--- config.mk ---
export PLATFORM = sky130hd
export DESIGN_NAME = vga_frame_sequencer
export DESIGN_NICKNAME = d
export VERILOG_FILES = /design/src/rtl/vga_frame_sequencer.sv
export SDC_FILE = /design/constraint.sdc
export NUM_CORES = 1
export LEC_CHECK = 0
export CAP_MARGIN = 10
export CORE_UTILIZATION = 35
export DETAILED_ROUTE_END_ITERATION = 6
export DONT_BUFFER_PORTS = 1
export PLACE_DENSITY = 0.6
export SYNTH_ARGS = -nofsm -noshare
export SYNTH_HDL_FRONTEND = slang
export SYNTH_SLANG_ARGS = --single-unit
--- constraint.sdc ---
create_clock -name clk -period 1.9 [get_ports clk]
set_input_delay 0.38 -clock clk [delete_from_list [all_inputs] [get_ports clk]]
set_output_delay 0.38 -clock clk [all_outputs]
set_load 0.005 [all_outputs]
--- src/rtl/vga_frame_sequencer.sv ---
// vga_frame_sequencer: once-per-frame update window scheduler; define FRAME_SEQ_OVERRUN_CNT_EN for the abort counter
module vga_frame_sequencer #(
  parameter int POS_W     = 10,
  parameter int FRAME_DIV = 1,
  parameter int MAX_GRANT = 4096
) (
  input  logic             clk,
  input  logic             rst,
  input  logic             pixel_en,
  input  logic             vOutValid,
  input  logic             upd_req,
  input  logic             upd_done,
  input  logic [POS_W-1:0] upd_pos_in,
  output logic             frame_tick,
  output logic             upd_grant,
  output logic [POS_W-1:0] frame_pos,
  output logic             overrun,
  output logic [7:0]       overrun_cnt
);
  localparam int WD_W = $clog2(MAX_GRANT + 1);
  typedef enum logic [1:0] {ACTIVE, BLANK, GRANT, DONE} state_t;
  state_t state, state_d;
  logic v_prev, vb_start, va_start, sched, wd_exp, commit, abort, enter;
  logic [7:0] divider;
  logic [WD_W-1:0] watchdog;
  assign vb_start  = v_prev & ~vOutValid;
  assign va_start  = ~v_prev & vOutValid;
  assign sched     = vb_start & (divider == 8'(FRAME_DIV - 1));
  assign wd_exp    = pixel_en & (watchdog == WD_W'(MAX_GRANT - 1));
  assign upd_grant = state == GRANT;
  assign enter     = (state_d == GRANT) & (state != GRANT);
  always_ff @(posedge clk or negedge rst)
    if (!rst) state <= DONE;
    else state <= state_d;
  always_comb begin
    state_d = state;
    commit  = 1'b0;
    abort   = 1'b0;
    case (state)
      ACTIVE: state_d = sched ? (upd_req ? GRANT : BLANK) : vb_start ? DONE : ACTIVE;
      BLANK:  state_d = va_start ? ACTIVE : upd_req ? GRANT : BLANK;
      GRANT: begin
        commit  = upd_done;
        abort   = ~upd_done & (va_start | wd_exp);
        state_d = upd_done ? DONE : va_start ? ACTIVE : wd_exp ? DONE : GRANT;
      end
      default: state_d = va_start ? ACTIVE : DONE;
    endcase
  end
  // watchdog advances only on pixel-qualified clocks while the window is open
  always_ff @(posedge clk or negedge rst)
    if (!rst) begin
      v_prev     <= 1'b0;
      divider    <= 8'd0;
      watchdog   <= '0;
      frame_tick <= 1'b0;
      frame_pos  <= '0;
      overrun    <= 1'b0;
    end else begin
      v_prev     <= vOutValid;
      if (vb_start) divider <= sched ? 8'd0 : divider + 8'd1;
      frame_tick <= sched & (state == ACTIVE);
      watchdog   <= enter ? '0 : (upd_grant & pixel_en) ? watchdog + WD_W'(1) : watchdog;
      if (commit) frame_pos <= upd_pos_in;
      if (abort) overrun <= 1'b1;
    end
`ifdef FRAME_SEQ_OVERRUN_CNT_EN
  always_ff @(posedge clk or negedge rst)
    if (!rst) overrun_cnt <= 8'd0;
    else if (abort && overrun_cnt != 8'hff) overrun_cnt <= overrun_cnt + 8'd1;
`else
  assign overrun_cnt = 8'd0;
`endif
endmodule
Word level (Yosys, flattened, before mapping)
Index checks and enable logic that the tools add are counted.
Widths: inputs -> output; s select.
- $add $sub $neg: 2
- multipliers: 0
- div/mod/pow operators: 0
- magnitude comparators: 0
- equal/unequal tests: 5
- shift-type cells: 0
- multiplexer cells: 14
- bitwise logic cells: 12
- reductions and logical operators: 3
- operators with widths (cell ; number):
    $mux 13 ; 2
    $mux 2 ; 7
    $add 13x1->13 const B ; 1
    $eq 13x12->1 const B ; 1
    $add 8x1->8 const B ; 1
    $and 1x1->1 ; 8
    $logic_not 8->1 ; 1
    $mux 8 ; 1
    $pmux 2 s3 ; 1
    $eq 2x2->1 const B ; 2
    $mux 1 ; 3
    $not 1->1 ; 3
    $eq 2x1->1 const B ; 1
    $logic_not 2->1 ; 1
    $ne 2x2->1 const B ; 1
    $reduce_bool 2->1 ; 1
    $or 1x1->1 ; 1
- flip-flop bits (word level): 36
- bits in latches: 0
- bits in writable memories: 0
- ROM bits: 0
- output and inout port bits: 21
- word-level logic and storage cells: 43
- memories: 0

Logic depth before layout (Yosys ltp)
- depth in word-level cells: 9
- gate-level depth with buffers: 6

Worst setup path after synthesis
No wires, ideal clock.
- path type: register to register
- from: reg divider[5]
- to: reg watchdog[10]
- arrival: 1449 ps
- required time: 1781 ps
- setup slack: 332 ps
- cell stages (with the launch flop): 6
- path buffers: 1
- path through: dfrtp_1 nor4_1 a41oi_2 a211oi_2 buf_6 nor2_1
- word-level cells in the longest chain between the ends: 7
- elaborated cells on any way between the ends: 8
- ends and longest elaborated chain (what ; RTL line ; source):
    start: declaration ; 24 ; logic [7:0] divider;
    start signal: assignment ; 61 ; if (vb_start) divider <= sched ? 8'd0 : divider + 8'd1;
    $logic_not 8->1 * ; 28 ; assign sched = vb_start & (divider == 8'(FRAME_DIV - 1));
    $and 1x1->1 * ; 28 ;
    $mux 2 * ; 40 ; ACTIVE: state_d = sched ? (upd_req ? GRANT : BLANK) : vb_start ? DONE : ACTIVE;
    $pmux 2 s3 * ; 39 ; case (state)
    $eq 2x2->1 * ; 31 ; assign enter = (state_d == GRANT) & (state != GRANT);
    $and 1x1->1 * ; 31 ;
    $mux 13 or $reduce_bool 2->1 (tied branches) ; - ;
    end signal: assignment ; 63 ; watchdog <= enter ? '0 : (upd_grant & pixel_en) ? watchdog + WD_W'(1) : watchdog;
    end: declaration ; 25 ; logic [WD_W-1:0] watchdog;
Mark *: on every way between the ends. The rest lies on a longest branch, timed or not.
A chain may end at the register's enable or synchronous reset.

Worst setup path after layout
- from: reg divider[4]
- to: reg watchdog[12]
Same word-level chain as after synthesis.

==> out/results.txt <==
The flow ran to the end, and the final reports show no timing, DRC or antenna violations. The total congestion overflow is 0, and the final worst-path cycle share is 0.862. The sequential fraction of the synthesis area was 0.501; the number of antenna violations at the first check in global routing was 0. The critical path goes through nor4_1 -> buf_4 -> a41oi_2 -> a211oi_2 -> buf_12 -> o21ai_0. The clock network power share is 0.237. In the routed design, unresolved DRC markers number 0. Number of I/O port buffers: 0. After routing, the total negative slack on setup checks comes to 0 ps.

For the final antenna diode count, the log shows 0. Ratio of total power to cell area: 1200 mW/mm^2. The flip-flop and latch count after synthesis works out to 36. Counting distinct cell types in the post-synthesis netlist gives 39.

At the end of the flow, the number of nets in the layout was 199. For the finished layout, the period the worst path requires is 1640 ps. The internal power of the cells totals 1620 uW.

After clock tree synthesis, the clock-pin slew on the worst setup and hold paths is 70 ps. The cell type of the slowest stage on the worst timing path is dfrtp_1. The cell count after synthesis came out at 170. For the final number of hold-violating endpoints, the log shows 0.

In this run the clock root is driven by a clkbuf_8. TritonCTS built the clock tree. Yosys printed 0 warnings.

In the final layout, the multi-input gates occupy 825 sq um. The setup path with the least slack is of type reg2reg. The tools report the net switching power as 790 uW. After legalization and detailed placement, the total HPWL measured 2260 microns. The min-delay analysis places its worst path in the category in2reg.

For this design, the sink count on the clock tree is 36. In this run the standard cell core region covers 0.00485 sq mm. The routed via count divided by cell count was 4.98. The proportion of total power due to net switching is 0.328, and the post-synthesis cell area is 0.00180 sq mm. Setup clock skew after layout: 3.80 ps.

TritonCTS created 5 clock buffers. The starting utilization of the core area was 0.372; the wire length per cell was 13.0 microns. The relative area change from synthesis to final layout was 10.9%. The combined global-route utilization of all metal layers was 0.138; the logic gate share of total power was 0.263.

Number of H-tree levels: 2. Insertion delay to the later sink of the worst-skew pair: 290 ps. The sequential group share of total power was 0.500; the total via count in the routed design was 1234.

Fraction of layout instances using a drive strength above 1: 0.160. The run gives 0.581 mV as the worst-case vdd ir drop. The sequential cells in the finished layout cover a total of 903 sq um.

The first routing iteration left 65 violations. In this design, the stage delay of the slowest critical-path cell is 410 ps. The global-route wire length before repair was 5460 microns; the die boundary width was 73.8 microns. The post-CTS setup buffer count is 0. The final wirelength was 3230 microns; the number of failing setup endpoints in the final timing report was 0.

The library cell used most frequently in the layout, excluding fill and tap cells, is dfrtp_1. The run gives 0 as the number of max-slew violations in the final report. The number of global-route vias before repair was 1195; the cell row count was 25. On the final layout, the worst hold slack is 118 ps. The average instance in the mapped netlist occupies 10.6 sq um. The worst setup path is captured at a flop. 37 I/O pins were placed. Entering global routing, the biggest net connects 37 pins. Across the run, the number of max-cap violations was 0.

Summed over all cells, the static leakage comes to 0.000843 uW. Post-layout utilization of the core: 0.413. Counting the fill cells in the layout gives 480. In the layout the commonest cells are dfrtp_1, nor2_1, nand2_1, nand3_1, mux2_2. For the worst setup path, the data required time is 2070 ps. The detailed-router iteration count before antenna repair is 4, and the die boundary height is 73.8 microns. The startpoint type of the worst setup path was a flop. The run gives 0 as the count of nets left with antenna violations after detail routing.

Setup repair after global routing left no endpoint under its margin. At the end of routability-driven placement, the weighted congestion stood at 0.760. Timing would allow up to 0.610 GHz. The tools report the total die area as 0.00545 sq mm. Data arrives at the worst endpoint at 1810 ps.

No sink is reached through more buffers than the 2 on the longest clock path. Along the worst path, the maximum fanout reaches 13.
-- registers in the layout, indices dropped and copies added (netlist names) --
name and flops:
divider 8, frame_pos 10, frame_tick 1, overrun 1, state 2, v_prev 1
watchdog 13
-- stage by stage --
stage          instances  area [sq um]  worst slack, ps  total power [uW]
2_1_floorplan        177          1830              332              1680
3_3_place_gp         238          1880              302              1820
3_5_place_dp         238          1880              245              1840
4_1_cts              248          2000              224              2440
5_1_grt              248          2000              160              2590
6_report             248          2000              262              2410
-- metal layers --
layer | global-route usage | wire (microns) | vias up
met1 | 0.169 | 1540 | 590
met5 | 0 | 0 | -
met2 | 0.212 | 1440 | 38
met3 | 0.0453 | 175 | 6
met4 | 0.0769 | 74 | 0
li1 | - | - | 600
-- power groups by stage --
stage                     Sequential, uW  Clock (uW)  Combinational [uW]
after detailed placement            1220           0                 616
after CTS                           1210         591                 641
after global routing                1250         628                 711
after floorplan                     1150           0                 530
final                               1200         571                 634
after global placement              1210           0                 612
-- synth_stat cells --
cell type	count	share of area
a211oi_2	1	0.0069
a21o_1	1	0.0042
a21oi_1	2	0.0055
a21oi_2	1	0.0049
a22oi_1	1	0.0042
a32oi_1	1	0.0049
a41oi_2	1	0.0090
and2_1	2	0.0069
and2b_1	1	0.0042
and3_1	3	0.010
and3b_1	1	0.0049
and4_1	1	0.0049
buf_2	1	0.0028
buf_4	8	0.033
buf_6	2	0.012
conb_1	1	0.0021
dfrtp_1	34	0.47
dfstp_2	2	0.029
ha_1	3	0.021
inv_1	4	0.0083
mux2_2	10	0.062
mux2i_1	3	0.017
nand2_1	12	0.025
nand2b_1	4	0.014
nand3_1	10	0.028
nand3b_1	2	0.0083
nand4_1	6	0.021
nor2_1	16	0.033
nor2b_1	2	0.0069
nor3_1	6	0.017
nor4_1	2	0.0069
nor4b_1	1	0.0049
o21ai_0	8	0.022
o21bai_1	1	0.0042
o31ai_1	1	0.0042
or4_1	1	0.0042
or4b_4	1	0.0076
xnor2_1	9	0.044
xor2_1	4	0.019
-- cell families (layout without fill, tap and decap cells) --
| kind of cell | after synthesis | in the layout | share of synthesized area |
|---|---|---|---|
| buffers and inverters | 15 | 19 | 0.0569 |
| and+or+nand+nor | 71 | 71 | 0.207 |
| muxes | 13 | 13 | 0.0791 |
| adders and majority gates | 3 | 3 | 0.0208 |
| AOI/OAI and AO/OA | 18 | 18 | 0.0701 |
| xor gates and xnor gates | 13 | 13 | 0.0631 |
| DFF | 36 | 36 | 0.501 |
| other | 1 | 8 | 0.00208 |
-- worst max-delay path, delay by kind of cell (launching register included) --
family                 cells  cell delay [ps]
AND/OR/NAND/NOR            1              290
flip-flops                 1              410
AO/OA/AOI/OAI              3              480
buffers and inverters      2              350
-- repair_timing --
item                                   CTS  global route
endpoints found under the hold margin   36             0
gates resized for setup                  0             0
hold buffers                             2             0
setup endpoints to repair                0             0
-- path summary, 6_finish.rpt --
path,startpoint,to,slack [ps],cells past startpoint
min in group asynchronous,rst,watchdog[10]$_DFFE_PN0P_,540,2
worst max-delay path,divider[4]$_DFFE_PN0P_,watchdog[12]$_DFFE_PN0P_,260,6
worst min-delay path,vOutValid,v_prev$_DFF_PN0_,120,0
max in group asynchronous,rst,state[0]$_DFF_PN1_,1110,2
worst min register to register,divider[7]$_DFFE_PN0P_,divider[7]$_DFFE_PN0P_,490,1
worst max register to register,divider[4]$_DFFE_PN0P_,watchdog[12]$_DFFE_PN0P_,260,6
-- final cells by class --
type                       instances  share of cell area
sequential                        36               0.452
timing repair buffer               7              0.0400
tap                               67              0.0419
inverter                           4             0.00750
clock buffer                       7              0.0432
clock inverter                     1             0.00375
multi-input combinational        126               0.412
Power figures use the tool's default switching activity.
